### src/rtl/i281_program_loader.sv
// i281_program_loader
// Receives a framed byte stream (count, N hi/lo word pairs, XOR checksum)
// over a valid/ready handshake and writes the assembled words sequentially
// into code memory. The CPU run enable is held low while a frame is loading
// and in the error state.
//
// Ports:
//   clock       system clock, rising edge
//   reset       synchronous, active-low reset
//   run_req     user run request, gated onto cpu_run
//   start_load  level; begins a frame when sampled in IDLE/DONE/ERR
//   rx_valid    byte available on rx_data
//   rx_data     incoming byte
//   rx_ready    loader accepts a byte this cycle
//   cm_we       code memory write strobe (one-cycle pulse)
//   cm_addr     code memory write address
//   cm_wdata    code memory write data {hi, lo}
//   cpu_run     registered run enable to the CPU
//   busy        high in any load state
//   done        last frame loaded with a good checksum
//   error       last frame had a checksum mismatch
module i281_program_loader #(
  parameter int ADDR_W = 6,
  parameter int WORD_W = 16
) (
  input  logic              clock,
  input  logic              reset,
  input  logic              run_req,
  input  logic              start_load,
  input  logic              rx_valid,
  input  logic [7:0]        rx_data,
  output logic              rx_ready,
  output logic              cm_we,
  output logic [ADDR_W-1:0] cm_addr,
  output logic [WORD_W-1:0] cm_wdata,
  output logic              cpu_run,
  output logic              busy,
  output logic              done,
  output logic              error
);

  // One extra bit so a full-memory frame (count field 0) can hold 64.
  localparam int CNT_W = ADDR_W + 1;
  localparam logic [CNT_W-1:0] FULL_CNT = CNT_W'(1) << ADDR_W;

  typedef enum logic [2:0] {
    S_IDLE, S_HDR, S_HI, S_LO, S_WRITE, S_CHK, S_DONE, S_ERR
  } state_t;

  state_t           state, state_n;
  logic [CNT_W-1:0] remaining;
  logic [7:0]       hi_byte;
  logic [7:0]       checksum;

  always_comb begin
    state_n  = state;
    rx_ready = 1'b0;
    cm_we    = 1'b0;
    busy     = 1'b0;
    case (state)
      S_IDLE, S_DONE, S_ERR: begin
        if (start_load) state_n = S_HDR;
      end
      S_HDR: begin
        rx_ready = 1'b1;
        busy     = 1'b1;
        if (rx_valid) state_n = S_HI;
      end
      S_HI: begin
        rx_ready = 1'b1;
        busy     = 1'b1;
        if (rx_valid) state_n = S_LO;
      end
      S_LO: begin
        rx_ready = 1'b1;
        busy     = 1'b1;
        if (rx_valid) state_n = S_WRITE;
      end
      S_WRITE: begin
        cm_we   = 1'b1;
        busy    = 1'b1;
        state_n = (remaining == CNT_W'(1)) ? S_CHK : S_HI;
      end
      S_CHK: begin
        rx_ready = 1'b1;
        busy     = 1'b1;
        if (rx_valid) state_n = (rx_data == checksum) ? S_DONE : S_ERR;
      end
      default: state_n = S_IDLE;
    endcase
  end

  always_ff @(posedge clock) begin
    if (!reset) begin
      state     <= S_IDLE;
      remaining <= '0;
      hi_byte   <= '0;
      checksum  <= '0;
      cm_addr   <= '0;
      cm_wdata  <= '0;
      cpu_run   <= 1'b0;
      done      <= 1'b0;
      error     <= 1'b0;
    end else begin
      state <= state_n;
      // Driven from the next state so cpu_run drops on the very first
      // load cycle rather than one cycle into the frame.
      cpu_run <= run_req && ((state_n == S_IDLE) || (state_n == S_DONE));
      case (state)
        S_IDLE, S_DONE, S_ERR: begin
          if (start_load) begin
            done     <= 1'b0;
            error    <= 1'b0;
            cm_addr  <= '0;
            checksum <= '0;
          end
        end
        S_HDR: begin
          if (rx_valid) begin
            remaining <= (rx_data[ADDR_W-1:0] == '0) ? FULL_CNT
                                                     : {1'b0, rx_data[ADDR_W-1:0]};
          end
        end
        S_HI: begin
          if (rx_valid) begin
            hi_byte  <= rx_data;
            checksum <= checksum ^ rx_data;
          end
        end
        S_LO: begin
          if (rx_valid) begin
            cm_wdata <= {hi_byte, rx_data};
            checksum <= checksum ^ rx_data;
          end
        end
        S_WRITE: begin
          cm_addr   <= cm_addr + ADDR_W'(1);
          remaining <= remaining - CNT_W'(1);
        end
        S_CHK: begin
          if (rx_valid) begin
            done  <= (rx_data == checksum);
            error <= (rx_data != checksum);
          end
        end
        default: ;
      endcase
    end
  end

endmodule

### config.mk
export PLATFORM = sky130hd
export DESIGN_NAME = i281_program_loader
export DESIGN_NICKNAME = d
export VERILOG_FILES = /design/src/rtl/i281_program_loader.sv
export SDC_FILE = /design/constraint.sdc
export NUM_CORES = 1
export LEC_CHECK = 0
export CAP_MARGIN = 10
export CELL_PAD_IN_SITES_DETAIL_PLACEMENT = 0
export CELL_PAD_IN_SITES_GLOBAL_PLACEMENT = 2
export CORE_MARGIN = 10
export CORE_UTILIZATION = 31
export CTS_BUF_LIST = sky130_fd_sc_hd__clkbuf_16
export DETAILED_ROUTE_END_ITERATION = 8
export GPL_TIMING_DRIVEN = 0
export PLACE_DENSITY = 0.81
export SLEW_MARGIN = 25
export SYNTH_ARGS = -nofsm -noshare
export SYNTH_HDL_FRONTEND = slang
export SYNTH_SLANG_ARGS = --single-unit
### constraint.sdc
create_clock -name clock -period 1.75 [get_ports clock]
set_input_delay 0.35 -clock clock [delete_from_list [all_inputs] [get_ports clock]]
set_output_delay 0.35 -clock clock [all_outputs]
set_load 0.005 [all_outputs]
* Word-level counts from Yosys, hierarchy flattened
Cells that the tools add are included. W data, S select, Z words.
Operators by class: $add $sub $neg 2, bitwise logic cells 1, muxes and demuxes 24, reductions and logical operators 19, eq/ne operators 15
Operator list (count):
- $mux W3 | 6
- $pmux W3 S6 | 1
- $mux W8 | 2
- $pmux W8 S2 | 1
- $eq A3 B3 Y1 const B | 5
- $mux W7 | 2
- $pmux W7 S2 | 1
- $pmux W6 S2 | 1
- $eq A8 B8 Y1 | 1
- $ne A8 B8 Y1 | 1
- $reduce_and A2 Y1 | 4
- $reduce_bool A2 Y1 | 4
- $xor A8 B8 Y8 | 1
- $eq A7 B1 Y1 const B | 1
- $mux W1 | 7
- $sub A7 B1 Y7 const B | 1
- $add A6 B1 Y6 const B | 1
- $eq A3 B2 Y1 const B | 2
- $logic_not A3 Y1 | 2
- $logic_not A6 Y1 | 1
- $mux W6 | 1
- $ne A2 B2 Y1 const B | 3
- $reduce_and A3 Y1 | 2
- $reduce_or A5 Y1 | 1
- other kinds (8) | 9
Storage, ports and cells: logic and storage cells 70, register bits after elaboration 51, output and inout port bits 28

* Longest topological paths before layout
Gate-level depths: netlist of run 1.
depth in word-level cells 7, mapped depth 6, mapped depth without buffers 5

* Worst setup path after synthesis of run 1
No wires, ideal clock.
path type input to register, from in rx_valid, to reg hi_byte[3], data arrival time 1.344 ns, slack 0.272 ns, library setup time 0.134 ns, stages 6, required time 1.616 ns, path through buf_2 -> nand3b_1 -> or2_2 -> clkbuf_1 -> nand2_1 -> a21oi_1
Between the ends: word-level cells in the longest chain between the ends 1
Ends and longest elaborated chain:
- start, declared | line 30 | input logic rx_valid,
- $reduce_and A2 Y1 (no source line)
- end signal, assigned | line 126 | hi_byte <= rx_data;
- end, declared | line 52 | logic [7:0] hi_byte;
No other way between the ends. A chain may end at the register's enable or synchronous reset.

* Final worst setup path of run 1
from reg state[1], to out cm_we
Between the ends: word-level cells in the longest chain between the ends 2
Ends and longest elaborated chain:
- start, declared | line 50 | state_t state, state_n;
- start signal, assigned | line 105 | state <= state_n;
- $eq A3 B3 Y1 | line 60 | case (state)
- $mux W1 | line 60
- end, declared | line 33 | output logic cm_we,
No other way between the ends.

==> results of run 1 <==
## metrics by stage
| step | area (um2) | TNS, ns | cells | setup WS, ns | hold WS, ns |
|---|---|---|---|---|---|
| after floorplan | 2440 | 0 | 303 | 0.272 | 0.432 |
| after global placement | 2970 | -14.62 | 445 | -0.594 | 0.443 |
| after detailed placement | 2970 | -14.63 | 445 | -0.604 | 0.447 |
| after CTS | 3190 | -0.101 | 453 | -0.101 | 0.457 |
| after global routing | 3300 | -0.0518 | 463 | -0.0518 | 0.451 |
| final | 3300 | 0 | 463 | 0.0464 | 0.431 |
## metal layers
layer  track usage (%)  vias up  share of wire [%]
met5                 0        -                  0
met4              3.01        0               0.81
met3              2.30        4                3.5
met2              18.8       39                 47
met1              16.4     1092                 49
li1                  -     1195                  -
## worst max-delay path: stages, from the launching register on
cell      delay (ns)
dfxtp_4         0.36
or3b_4          0.40
buf_8           0.15
clkinv_8        0.06
buf_2           0.11
## how the worst min path moves through the flow
stage                         to  depth (start not counted)  slack, ns    startpoint
finish               cm_wdata[6]                          3       0.43    rx_data[6]
global route         cm_wdata[6]                          3       0.45    rx_data[6]
CTS                 cm_wdata[10]                          2       0.46  cm_wdata[10]
detailed placement  cm_wdata[10]                          2       0.45  cm_wdata[10]
global placement    cm_wdata[15]                          2       0.44    hi_byte[7]
floorplan           cm_wdata[10]                          2       0.43    hi_byte[2]
## flip-flops by register name, indices dropped and copies added (netlist names)
name,cells
checksum,8
cm_addr,6
cm_wdata,16
cpu_run,1
done,1
error,1
hi_byte,8
remaining,7
state,3
## power groups by stage
stage	clock network, W	logic (W)	registers [W]
finish	0.00111	0.000417	0.00122
global route	0.00119	0.000466	0.00122
CTS	0.00115	0.000401	0.00122
detailed placement	0	0.000389	0.00125
global placement	0	0.000390	0.00125
floorplan	0	0.000238	0.00124
## cells by family after synthesis
family,after synthesis
buffers and inverters,25
AO/OA/AOI/OAI,94
multiplexers,2
XOR/XNOR,1
adder cells (fa/ha/maj),3
AND/OR/NAND/NOR,127
flip-flops,51
## what timing repair did
action                                  in CTS  in global routing
pin swaps                                    1                  1
endpoints found under the hold margin        0                  0
resized for setup                           31                 21
buffers inserted                             1                 12
gates cloned                                 0                  0
endpoints found under the setup margin      33                 36
## final cells by class
| cell class | instances | area share [%] |
|---|---|---|
| Buffer | 15 | 3.03 |
| Tap cell | 102 | 3.87 |
| Sequential cell | 51 | 31.3 |
| Timing Repair Buffer | 53 | 14.8 |
| Inverter | 7 | 1.17 |
| Clock buffer | 5 | 3.79 |
| Clock inverter | 3 | 1.29 |
| Multi-Input combinational cell | 227 | 40.8 |
## cell usage after synthesis (3+ instances only)
cell type	count	area, um2
nand2_1	59	221
dfxtp_1	51	1020
a21oi_1	42	210
nor2_1	16	60.1
nand2b_1	10	62.6
o21ai_0	10	50.1
a211oi_1	9	67.6
clkbuf_1	9	33.8
nand3_1	8	40.0
nor3_1	8	40.0
nor2b_1	7	43.8
buf_2	6	30.0
o22a_1	6	52.6
inv_1	5	18.8
a22o_1	3	26.3
a31oi_1	3	18.8
and4_1	3	26.3
ha_1	3	37.5
==> results.ini, run 1 <==
[detailed_routing]
num_vias = 2330
dr.pass1.iters = 4
drc = 0
via_per_inst = 5.03
wl_per_cell_um = 15.3
drtAntennaViolNets = 0
drt_iter0_drc = 125
routed_wl_um = 7070

[cells_and_area]
utilization_pct = 43.0
seq_area_um2 = 1030
n_fill_cell = 822
multi_input_comb_area_um2 = 1350
drive_gt1_share_pct = 14.7
final_cell_mix = 59 x nand2_1, 48 x dfxtp_1, 41 x a21oi_1
antenna-diode-count = 0
area_delta_synth_final_pct = 35.3
nNetsFinal = 376
final_common_cell = nand2_1

[synthesis]
synth_cells = 303
ys_seq_area_share_pct = 41.8
synth_edf_count = 0
synth_compound_area_share_pct = 24.7
yosys_register_bits = 51
syn_nets = 319
synthDistinctLibCells = 56
netlist_area_um2 = 2440
synth-async-reset-ratio_pct = 0
synth_ff_type = dfxtp_1
synthXorXnorAreaFrac_pct = 0.359
synthMuxAreaShare_pct = 1.03
syn_avg_cell_area_um2 = 8.05
synth_top_family_by_area = simple AND/OR/NAND/NOR gates
synth_warnings = 0
synth_fa_ha_area_share_pct = 1.54
synth-simple-area-share_pct = 25.6

[floorplanning]
fp.dieH_um = 109
start_util_pct = 31.7
ios = 41
die_area_um2 = 11800
design.core.area_um2 = 7690
fp-row-count = 32
die_x_um = 109

[worst_hold_path]
hold_class = input pin to flip-flop

[power_and_ir_drop]
combPwrFrac_pct = 15.1
powerDensity_nw_per_um2 = 833
swShare_pct = 25.8
cellLeakagePower_nw = 1.17
p_int_w = 0.00204
seq_power_share_pct = 44.4
p_switching_w = 0.000710
clkPwrFrac_pct = 40.5
worst_ir_drop_vdd_mv = 0.366
p_total_w = 0.00275

[worst_setup_path]
start_kind = flip-flop
crit_type = flip-flop to output port
required_ns = 1.40
crit_path_end_kind = output port
cp-endpoint = cm_we
rr_endpoint = remaining[6]
r2r_cells = 7
critPathLaunch = state[1]
rr_startpoint = state[1]
cp_max_fo = 11
r2r_slack_ns = 0.11
arrival_ns = 1.35

[grt]
grt_pass1_vias = 2214
overflow = 0
antenna_found_initial = 0
grt_max_degree = 17
grt_pass1_wl_um = 11600
grt_usage_pct = 11.9

[clock_tree]
cts_buffers = 5
clk_pin_slew_ns = 0.07
tritoncts = built
root_buffer = clkbuf_16
cts_max_path_buffers = 2
cts_num_sinks = 51
insertion_delay_ns = 0.29
ctsHtreeMaxLevel = 2
cts_hold_buf = 0

[sta]
clock-skew-final_ns = 0.00472
timing.final.crit_share_pct = 97.3
hold_viol_final = 0
slew_headroom_pct = 60.3
tightest_slew_ns = 0.596
period_needed_ns = 1.70
fmax_mhz = 587
setup_viol = 0
rsz0062_at_grt = yes
slew_viol_final = 0

[flow_run]
cap_violations = 0

[status]
status = complete, no violations

[place]
dp_hpwl_um = 5020
finalWeightedCongestion = 0.834
io_buffers = 40

(Power assumes the default switching activity.)
==> run 2: changes to the inputs <==
Settings changed: GPL_ROUTABILITY_DRIVEN set to 0, HOLD_SLACK_MARGIN set to 0.02.
==> results of run 2 <==
No change in the layout: final DEF, timing and power equal those of run 1.
